`src/rtl/maze_player_move.sv`:
```
// Purpose : player-movement stage of the maze game (wall collision, key auto-repeat, goal detection).
// Latency : a move attempt registers the new cell and the moving pulse on the next clk edge.
// Backpressure: none; the key inputs are level-held and sampled every cycle, with no handshake.
//
// Ports:
//   clk, rst_sys            clock, asynchronous active-low reset
//   play_en, restart        game-state enable and one-cycle restart pulse
//   up, down, left, right   held direction keys (already synchronous to clk)
//   map, size               wall map (bit y*GRID+x, 1 = wall) and active maze side N
//   pos_x, pos_y            current player cell
//   step_count              successful moves since the last restart (saturating)
//   win                     high while the player sits on the goal in WIN
//   moving                  one-cycle pulse, coincident with the updated position
//
// Build option: define MAZE_WRAP_EN to make moves off an edge wrap to the opposite edge.
// The wrapped target cell is still wall-checked. Without the macro, edge moves are blocked.

module maze_player_move #(
    parameter int GRID     = 19,
    parameter int STEP_DIV = 50_000_000,
    parameter int CNT_W    = 10
) (
    input  logic                   clk,
    input  logic                   rst_sys,
    input  logic                   play_en,
    input  logic                   restart,
    input  logic                   up,
    input  logic                   down,
    input  logic                   left,
    input  logic                   right,
    input  logic [GRID*GRID-1:0]   map,
    input  logic [4:0]             size,
    output logic [4:0]             pos_x,
    output logic [4:0]             pos_y,
    output logic [CNT_W-1:0]       step_count,
    output logic                   win,
    output logic                   moving
);

    localparam int               TMR_W    = $clog2(STEP_DIV);
    localparam logic [TMR_W-1:0] TMR_LAST = TMR_W'(STEP_DIV - 1);
    localparam logic [CNT_W-1:0] CNT_MAX  = '1;
    localparam logic [4:0]       HOME     = 5'd1;

    typedef enum logic [1:0] {
        ST_IDLE = 2'd0,
        ST_PLAY = 2'd1,
        ST_WIN  = 2'd2
    } state_t;

    state_t             state, state_nx;
    logic [4:0]         pos_x_nx, pos_y_nx;
    logic [CNT_W-1:0]   cnt_nx;
    logic               moving_nx;
    logic [TMR_W-1:0]   timer, timer_nx;
    logic               key_prev, key_prev_nx;

    logic               any_key;
    logic               attempt;
    logic               at_goal;
    logic signed [6:0]  dx, dy;
    logic signed [6:0]  tx_raw, ty_raw;
    logic signed [6:0]  tx, ty;
    logic signed [6:0]  n_s;
    logic               in_range;
    logic [8:0]         idx;
    logic               target_open;

    assign any_key = up | down | left | right;

    // First cycle of a press always attempts; while held, the timer wrapping
    // back to zero marks the next slot. Blocked attempts use up the slot too.
    assign attempt = any_key && (!key_prev || (timer == '0));

    assign at_goal = (pos_x == size - 5'd2) && (pos_y == size - 5'd2);

    // Direction priority: up > down > left > right.
    always_comb begin
        dx = '0;
        dy = '0;
        if (up) begin
            dy = -7'sd1;
        end else if (down) begin
            dy = 7'sd1;
        end else if (left) begin
            dx = -7'sd1;
        end else if (right) begin
            dx = 7'sd1;
        end
    end

    // Targets are widened to signed 7 bits so that stepping left/up from 0
    // goes to -1 rather than wrapping to 31.
    assign n_s    = $signed({2'b00, size});
    assign tx_raw = $signed({2'b00, pos_x}) + dx;
    assign ty_raw = $signed({2'b00, pos_y}) + dy;

`ifdef MAZE_WRAP_EN
    always_comb begin
        tx = tx_raw;
        ty = ty_raw;
        if (tx_raw[6]) begin
            tx = n_s - 7'sd1;
        end else if (tx_raw >= n_s) begin
            tx = '0;
        end
        if (ty_raw[6]) begin
            ty = n_s - 7'sd1;
        end else if (ty_raw >= n_s) begin
            ty = '0;
        end
    end
`else
    assign tx = tx_raw;
    assign ty = ty_raw;
`endif

    assign in_range = !tx[6] && (tx < n_s) && !ty[6] && (ty < n_s);

    // Only in-range targets are looked up, so the index never exceeds 360.
    assign idx         = 9'(ty[4:0]) * 9'(GRID) + 9'(tx[4:0]);
    assign target_open = in_range && !map[idx];

    assign win = (state == ST_WIN);

    always_comb begin
        state_nx    = state;
        pos_x_nx    = pos_x;
        pos_y_nx    = pos_y;
        cnt_nx      = step_count;
        moving_nx   = 1'b0;
        timer_nx    = '0;
        key_prev_nx = 1'b0;

        case (state)
            ST_IDLE: begin
                pos_x_nx = HOME;
                pos_y_nx = HOME;
                if (restart) begin
                    cnt_nx = '0;
                end else if (play_en) begin
                    state_nx = ST_PLAY;
                end
            end

            ST_PLAY: begin
                if (restart) begin
                    state_nx = ST_IDLE;
                    pos_x_nx = HOME;
                    pos_y_nx = HOME;
                    cnt_nx   = '0;
                end else if (!play_en) begin
                    state_nx = ST_IDLE;
                    pos_x_nx = HOME;
                    pos_y_nx = HOME;
                end else if (at_goal) begin
                    // Goal is checked on the registered position, so WIN
                    // follows the cycle after the move that reached it.
                    state_nx = ST_WIN;
                end else begin
                    key_prev_nx = any_key;
                    if (any_key) begin
                        timer_nx = (timer == TMR_LAST) ? '0 : timer + TMR_W'(1);
                    end
                    if (attempt && target_open) begin
                        pos_x_nx  = tx[4:0];
                        pos_y_nx  = ty[4:0];
                        moving_nx = 1'b1;
                        if (step_count != CNT_MAX) begin
                            cnt_nx = step_count + CNT_W'(1);
                        end
                    end
                end
            end

            ST_WIN: begin
                if (restart || !play_en) begin
                    state_nx = ST_IDLE;
                    pos_x_nx = HOME;
                    pos_y_nx = HOME;
                    if (restart) begin
                        cnt_nx = '0;
                    end
                end
            end

            default: begin
                state_nx = ST_IDLE;
                pos_x_nx = HOME;
                pos_y_nx = HOME;
            end
        endcase
    end

    always_ff @(posedge clk or negedge rst_sys) begin
        if (!rst_sys) begin
            state      <= ST_IDLE;
            pos_x      <= HOME;
            pos_y      <= HOME;
            step_count <= '0;
            moving     <= 1'b0;
            timer      <= '0;
            key_prev   <= 1'b0;
        end else begin
            state      <= state_nx;
            pos_x      <= pos_x_nx;
            pos_y      <= pos_y_nx;
            step_count <= cnt_nx;
            moving     <= moving_nx;
            timer      <= timer_nx;
            key_prev   <= key_prev_nx;
        end
    end

endmodule

```
`config.mk`:
```
export PLATFORM = sky130hd
export DESIGN_NAME = maze_player_move
export DESIGN_NICKNAME = d
export VERILOG_FILES = /design/src/rtl/maze_player_move.sv
export SDC_FILE = /design/constraint.sdc
export NUM_CORES = 1
export LEC_CHECK = 0
export CORE_AREA = 2 2 156 158
export CTS_CLUSTER_SIZE = 12
export DETAILED_ROUTE_END_ITERATION = 6
export DIE_AREA = 0 0 158 160
export DONT_BUFFER_PORTS = 1
export PLACE_DENSITY = 0.51
export SLEW_MARGIN = 20
export SYNTH_ARGS = -nofsm -noshare
export SYNTH_HDL_FRONTEND = slang
export SYNTH_SLANG_ARGS = --single-unit
```
`constraint.sdc`:
```
create_clock -name clk -period 5.9 [get_ports clk]
set_clock_uncertainty 0.2 [all_clocks]
set_input_delay 0.59 -clock clk [delete_from_list [all_inputs] [get_ports clk]]
set_output_delay 0.59 -clock clk [all_outputs]
set_load 0.05 [all_outputs]
```
# [Word level (Yosys, flattened, before mapping)]
# Cells that the tools add are included.
[classes] n_addsub=6 multipliers=1 magnitude_cmp=3 n_eq_ne=16 n_mux=49 bitwise=3 n_reduce_logical=20
[ops] cell="$mux 26" count=6
[ops] cell="$mux 10" count=7
[ops] cell="$mux 5" count=9
[ops] cell="$pmux 10 s3" count=1
[ops] cell="$mux 7" count=4
[ops] cell="$add 26x1->26 const B" count=1
[ops] cell="$eq 26x26->1 const B" count=1
[ops] cell="$logic_not 26->1" count=1
[ops] cell="$pmux 5 s2" count=2
[ops] cell="$add 6x7->7" count=2
[ops] cell="$lt 7x6->1" count=2
[ops] cell="$mux 1" count=12
[ops] cell="$mux 2" count=6
[ops] cell="$ne 3x3->1 const B" count=4
[ops] cell="$ne 4x4->1 const B" count=3
[ops] cell="$add 10x1->10 const B" count=1
[ops] cell="$eq 5x5->1" count=2
[ops] cell="$lt 9x10->1 const B" count=1
[ops] cell="$ne 10x10->1 const B" count=1
[ops] cell="$add 9x5->9" count=1
[ops] cell="$bmux 1 s9" count=1
[ops] cell="$mul 5x5->9 const B" count=1
[ops] cell="$logic_and 1x1->1" count=7
[ops] cell="$pmux 2 s3" count=1
[ops] cell="other kinds (13)" count=21
[word_totals] reg_bits=50 in_bits=374 out_inout_bits=22 wordCells=105

# [Logic depth before layout (Yosys ltp)]
[logic_depth] depth_word=16 mapped_depth=27 ltp_nobuf=25

# [Worst setup path after synthesis]
# No wires, ideal clock.
[synth_timing] kind="in2reg" startpoint="in down" endpoint="reg pos_y[1]" setup_time_ps=126 arrival_time_ps=5524 required_time_ps=5574 path_slack_ps=50 cell_stages=20 n_path_buf=2 path_cell_list="nor2_1 > and2_1 > ha_1 > a21o_1 > a21oi_1 > xnor2_1 > inv_1 > fa_1 > inv_1 > ha_1 > inv_1 > fa_1 > buf_2 > mux4_2 > a2111oi_0 > a21oi_1 > a2111o_1 > and4b_1 > buf_6 > a221o_1"
[synth_between] elab_chain_len=12 word_cells_on_any_way=31 classes_between="add/sub (3); mul (1); order compare (2); eq/ne (1); mux (11); bitwise (3); reduce/logical (10)"
[synth_rtl] item="start, declared" line="28" source="input logic down,"
[synth_rtl] item="$mux 1" line="83" source="end else if (down) begin"
[synth_rtl] item="$mux 7" line="81" source="if (up) begin"
[synth_rtl] item="$add 6x7->7" line="96" source="assign ty_raw = $signed({2'b00, pos_y}) + dy;"
[synth_rtl] item="$mul 5x5->9" line="121" source="assign idx = 9'(ty[4:0]) * 9'(GRID) + 9'(tx[4:0]);"
[synth_rtl] item="$add 9x5->9" line="121"
[synth_rtl] item="$bmux 1 s9" line="122" source="assign target_open = in_range && !map[idx];"
[synth_rtl] item="$mux 1 (implied by the code)" line="122"
[synth_rtl] item="$logic_not 1->1" line="122"
[synth_rtl] item="$logic_and 1x1->1" line="122"
[synth_rtl] item="$logic_and 1x1->1" line="165" source="if (attempt && target_open) begin"
[synth_rtl] item="$ne 4x4->1 (no line)"
[synth_rtl] item="$reduce_and 3->1 (no line)"
[synth_rtl] item="end signal, assigned" line="207" source="pos_y <= pos_y_nx;"
[synth_rtl] item="end, declared" line="34" source="output logic [4:0] pos_y,"
# Several ways; a longest one is shown, not always the timed one. The select of a mux whose other input is x is not followed.
# A chain may end at the register's enable or synchronous reset.

# [Final worst setup path]
[layout_timing] startpoint="in down" endpoint="reg pos_y[4]"
# The elaborated chain is that of the path after synthesis.

==> results.md <==
* Design area at 0.00849 sq mm
* Power, Total at 3.24 mW
* CTS max path bufs at 2
* Most frequent cells after synthesis: mux4_2 (66), nor2_1 (54), dfrtp_1 (48), nand2_1 (47), inv_1 (45)
* CP most frequent cell: buf_12
* Status: finished clean
* Min-delay src: play_en
* Placed cell area at just over 0.008 sq mm
* Initial core utilization at 0.303
* Number of instances in the placed design at 1081
* Clk pwr share at 0.106
* Pre-antenna DRT Iters at 5
* Post-DP HPWL at 23700 um
* Post-Syn Area per Cell at 10.2 sq um
* Sw Ratio at 0.440
* IO Count at 396
* FP Rows at between 50 and 60
* Slew Limit Fails at 0
* IO Port Bufs at 0
* TNS Setup at 0 ps
* Fill cells at 2434
* Largest delay contributor family on the critical path: adder cells
* Vias at 6399
* Num CTS Buffers at 5
* Yosys top cell area share at 0.206
* Post-Synthesis Cell Area at 0.00721 sq mm
* Largest net degree at the start of global routing at 51
* Leak at 3.57 nW
* Worst Path Buf+Inv at 6
* Critical Path Sink Type: flop
* Reg area at between 0.001 and 0.0015 sq mm
* Post-Syn Instances at 708
* PD cells at between 300 and 400 mW/mm^2
* DRC violations left at 0
* Post-layout minimum cycle time at roughly 5700 ps
* Fmax at roughly 0.18 GHz
* CTS tree: yes
* R2R Path Start: pos_x[0]
* RSZ-0062 raised after global routing: false
* Synthesized net count at 1128
* Register area share after synthesis at 0.174
* Rel. slew slack at 0.267
* Vias per cell at 5.80
* Max_cap viols at 0
* Hold crit path type: primary input to flop
* Worst-path clk slew at 70 ps
* Root Buffer: clkbuf_16
* Chip width at 158 um
* Final layout net count at 1190
* Yosys cell types at 76
* Footprint of the multi-input gates at 0.00560 sq mm
* Initial drt markers at 408
* Initial antenna violation count at 16
* NetSw at 1.43 mW
* Core Region at approximately 0.024 sq mm
* DRT antenna net count at 0
* Vias in the first global route at roughly 6500
* Overflow after GRT at 0
* Synthesis-stage register bit count at 50
* Tcrit/Tclk final at 0.961
* Critical path's slowest cell: fa_2
* Asr flop ratio synth at 1.00
* Internal power at 1.82 mW
* WL per Instance at around 26 um
* Max stage delay on crit path at roughly 680 ps
* Skew-Pair Late Insertion Delay at 300 ps
* Sequential share of power at 0.108
* Slew @ Worst Pin at 1100 ps
* Main flop type after synthesis: dfrtp_1
* Clk sinks at 50
* Fraction of layout instances using a drive strength above 1 at 0.305
* Final Non-Filler Cells at 1103
* Comb power frac at 0.786
* Routed wire length at 28200 um
* Area delta synth->final at 17.8%
* CP startpoint: down
* Crit Path Class: primary input to flop
* Gpl congestion at 0.992
* Hold Slack at ~200 ps
* Ranking of synthesized cells by area: mux4_2 (21%), dfrtp_1 (17%), ha_1 (6.6%)
* Hold Fails Final Rpt at 0
* VDD IR max at 0.127 mV
* Die height at 160 um
* Crit start category: primary input
* Final Setup Violations at 0
* CP max FO at 9
* DIE AREA at 0.0253 sq mm
* Total global-route track usage at 0.216
* Synth Warn # at 0
* Data required, critical path at 5880 ps
* Most frequent cell after synthesis: mux4_2
* Worst Path Arrival at 5650 ps
* Synth area leader: mux4_2
* First-pass GRT wire length at between 40000 and 50000 um
* Cell Chain, Critical Path: nor2_4, inv_2, nor2_2, ha_2, inv_1, fa_2, xnor2_2, fa_1, ha_1, ha_2, inv_1, fa_2, buf_12, mux4_2, mux4_2, nand2_2, a21oi_1, or3_1, a32oi_2, buf_12, buf_12, a311oi_1, a221o_1
* H-tree levels at 2
* EDFF count, synth at 0
[cell type report]
class                           instances  share of cell area
Multi-Input combinational cell        567               0.660
Sequential cell                        50               0.148
Timing Repair Buffer                  100               0.101
Tap cell                              324              0.0478
Inverter                               46              0.0203
Clock buffer                            5              0.0147
Clock inverter                          3             0.00560
Antenna cell                            8             0.00236
[metal layers]
layer,vias to the layer above,GRT usage,wire [um]
met5,-,0,50
met4,8,0.0512,558
met3,40,0.0518,2490
met2,329,0.356,13200
met1,3125,0.285,11900
li1,2897,-,-
[registers in the layout, indices dropped and copies added, names as in the netlist]
signal      count
pos_y           5
moving          1
pos_x           5
key_prev        1
state           2
step_count     10
timer          26
[layout by cell type, fill, tap and decap left out, types with 12 or more instances in the layout]
cell / netlist / final
buf_4: 3 / 89
mux4_2: 66 / 66
nor2_1: 54 / 49
dfrtp_1: 48 / 48
nand2_1: 47 / 45
inv_1: 45 / 44
mux2i_1: 41 / 41
ha_1: 38 / 33
o21ai_0: 21 / 20
xor2_1: 21 / 20
a21oi_1: 18 / 18
nand3_1: 15 / 15
nor2b_1: 13 / 13
mux2_2: 13 / 13
xnor2_1: 15 / 12
and3_1: 12 / 12
[power by group through the flow]
stage               clock network [mW]  logic, mW  registers, mW
floorplan                            0       1.51          0.360
global placement                     0       2.35          0.357
detailed placement                   0       2.37          0.357
CTS                              0.355       2.44          0.350
global route                     0.364       2.75          0.350
finish                           0.343       2.55          0.350
[cell families (layout without fill, tap and decap cells)]
family,count (synthesis),after routing,synth area share
compound gates,143,143,0.150
xor+xnor,36,36,0.0438
fa+ha+maj,46,46,0.0882
buf+inv,91,154,0.0719
flops,50,50,0.174
mux,130,130,0.320
other cells,0,8,0
simple gates,212,212,0.152
[final timing paths]
| kind | to | slack, ps | cells past startpoint |
|---|---|---|---|
| worst max register to register | pos_y[4] | 260 | 20 |
| worst min-delay path | state[0] | 200 | 2 |
| max in group asynchronous | pos_y[0] | 4630 | 2 |
| worst max-delay path | pos_y[4] | 230 | 23 |
| min in group asynchronous | pos_y[4] | 600 | 2 |
| worst min register to register | timer[0] | 340 | 1 |
[worst register-to-register path: cells and delay by family (launching register included)]
family	cells	cell delay, ps
simple gates	2	420
flops	1	530
fa+ha+maj	6	2180
xor+xnor	1	160
mux	2	810
compound gates	4	690
buf+inv	5	540
[stage by stage]
| stage | util | worst slack (ps) |
|---|---|---|
| after detailed placement | 0.338 | -462 |
| final | 0.356 | 230 |
| after global placement | 0.338 | -456 |
| after CTS | 0.350 | 26.5 |
| after floorplan | - | 49.5 |
| after global routing | 0.356 | 18.2 |
[what timing repair did]
action / in CTS / in global routing
setup endpoints to repair: 21 / 21
gates resized for setup: 8 / 27
pin swaps: 5 / 11
buffers inserted: 2 / 2
hold buffers: 2 / 0
hold endpoints to repair: 50 / 0
No activity file was read; power rests on OpenSTA's default activity.
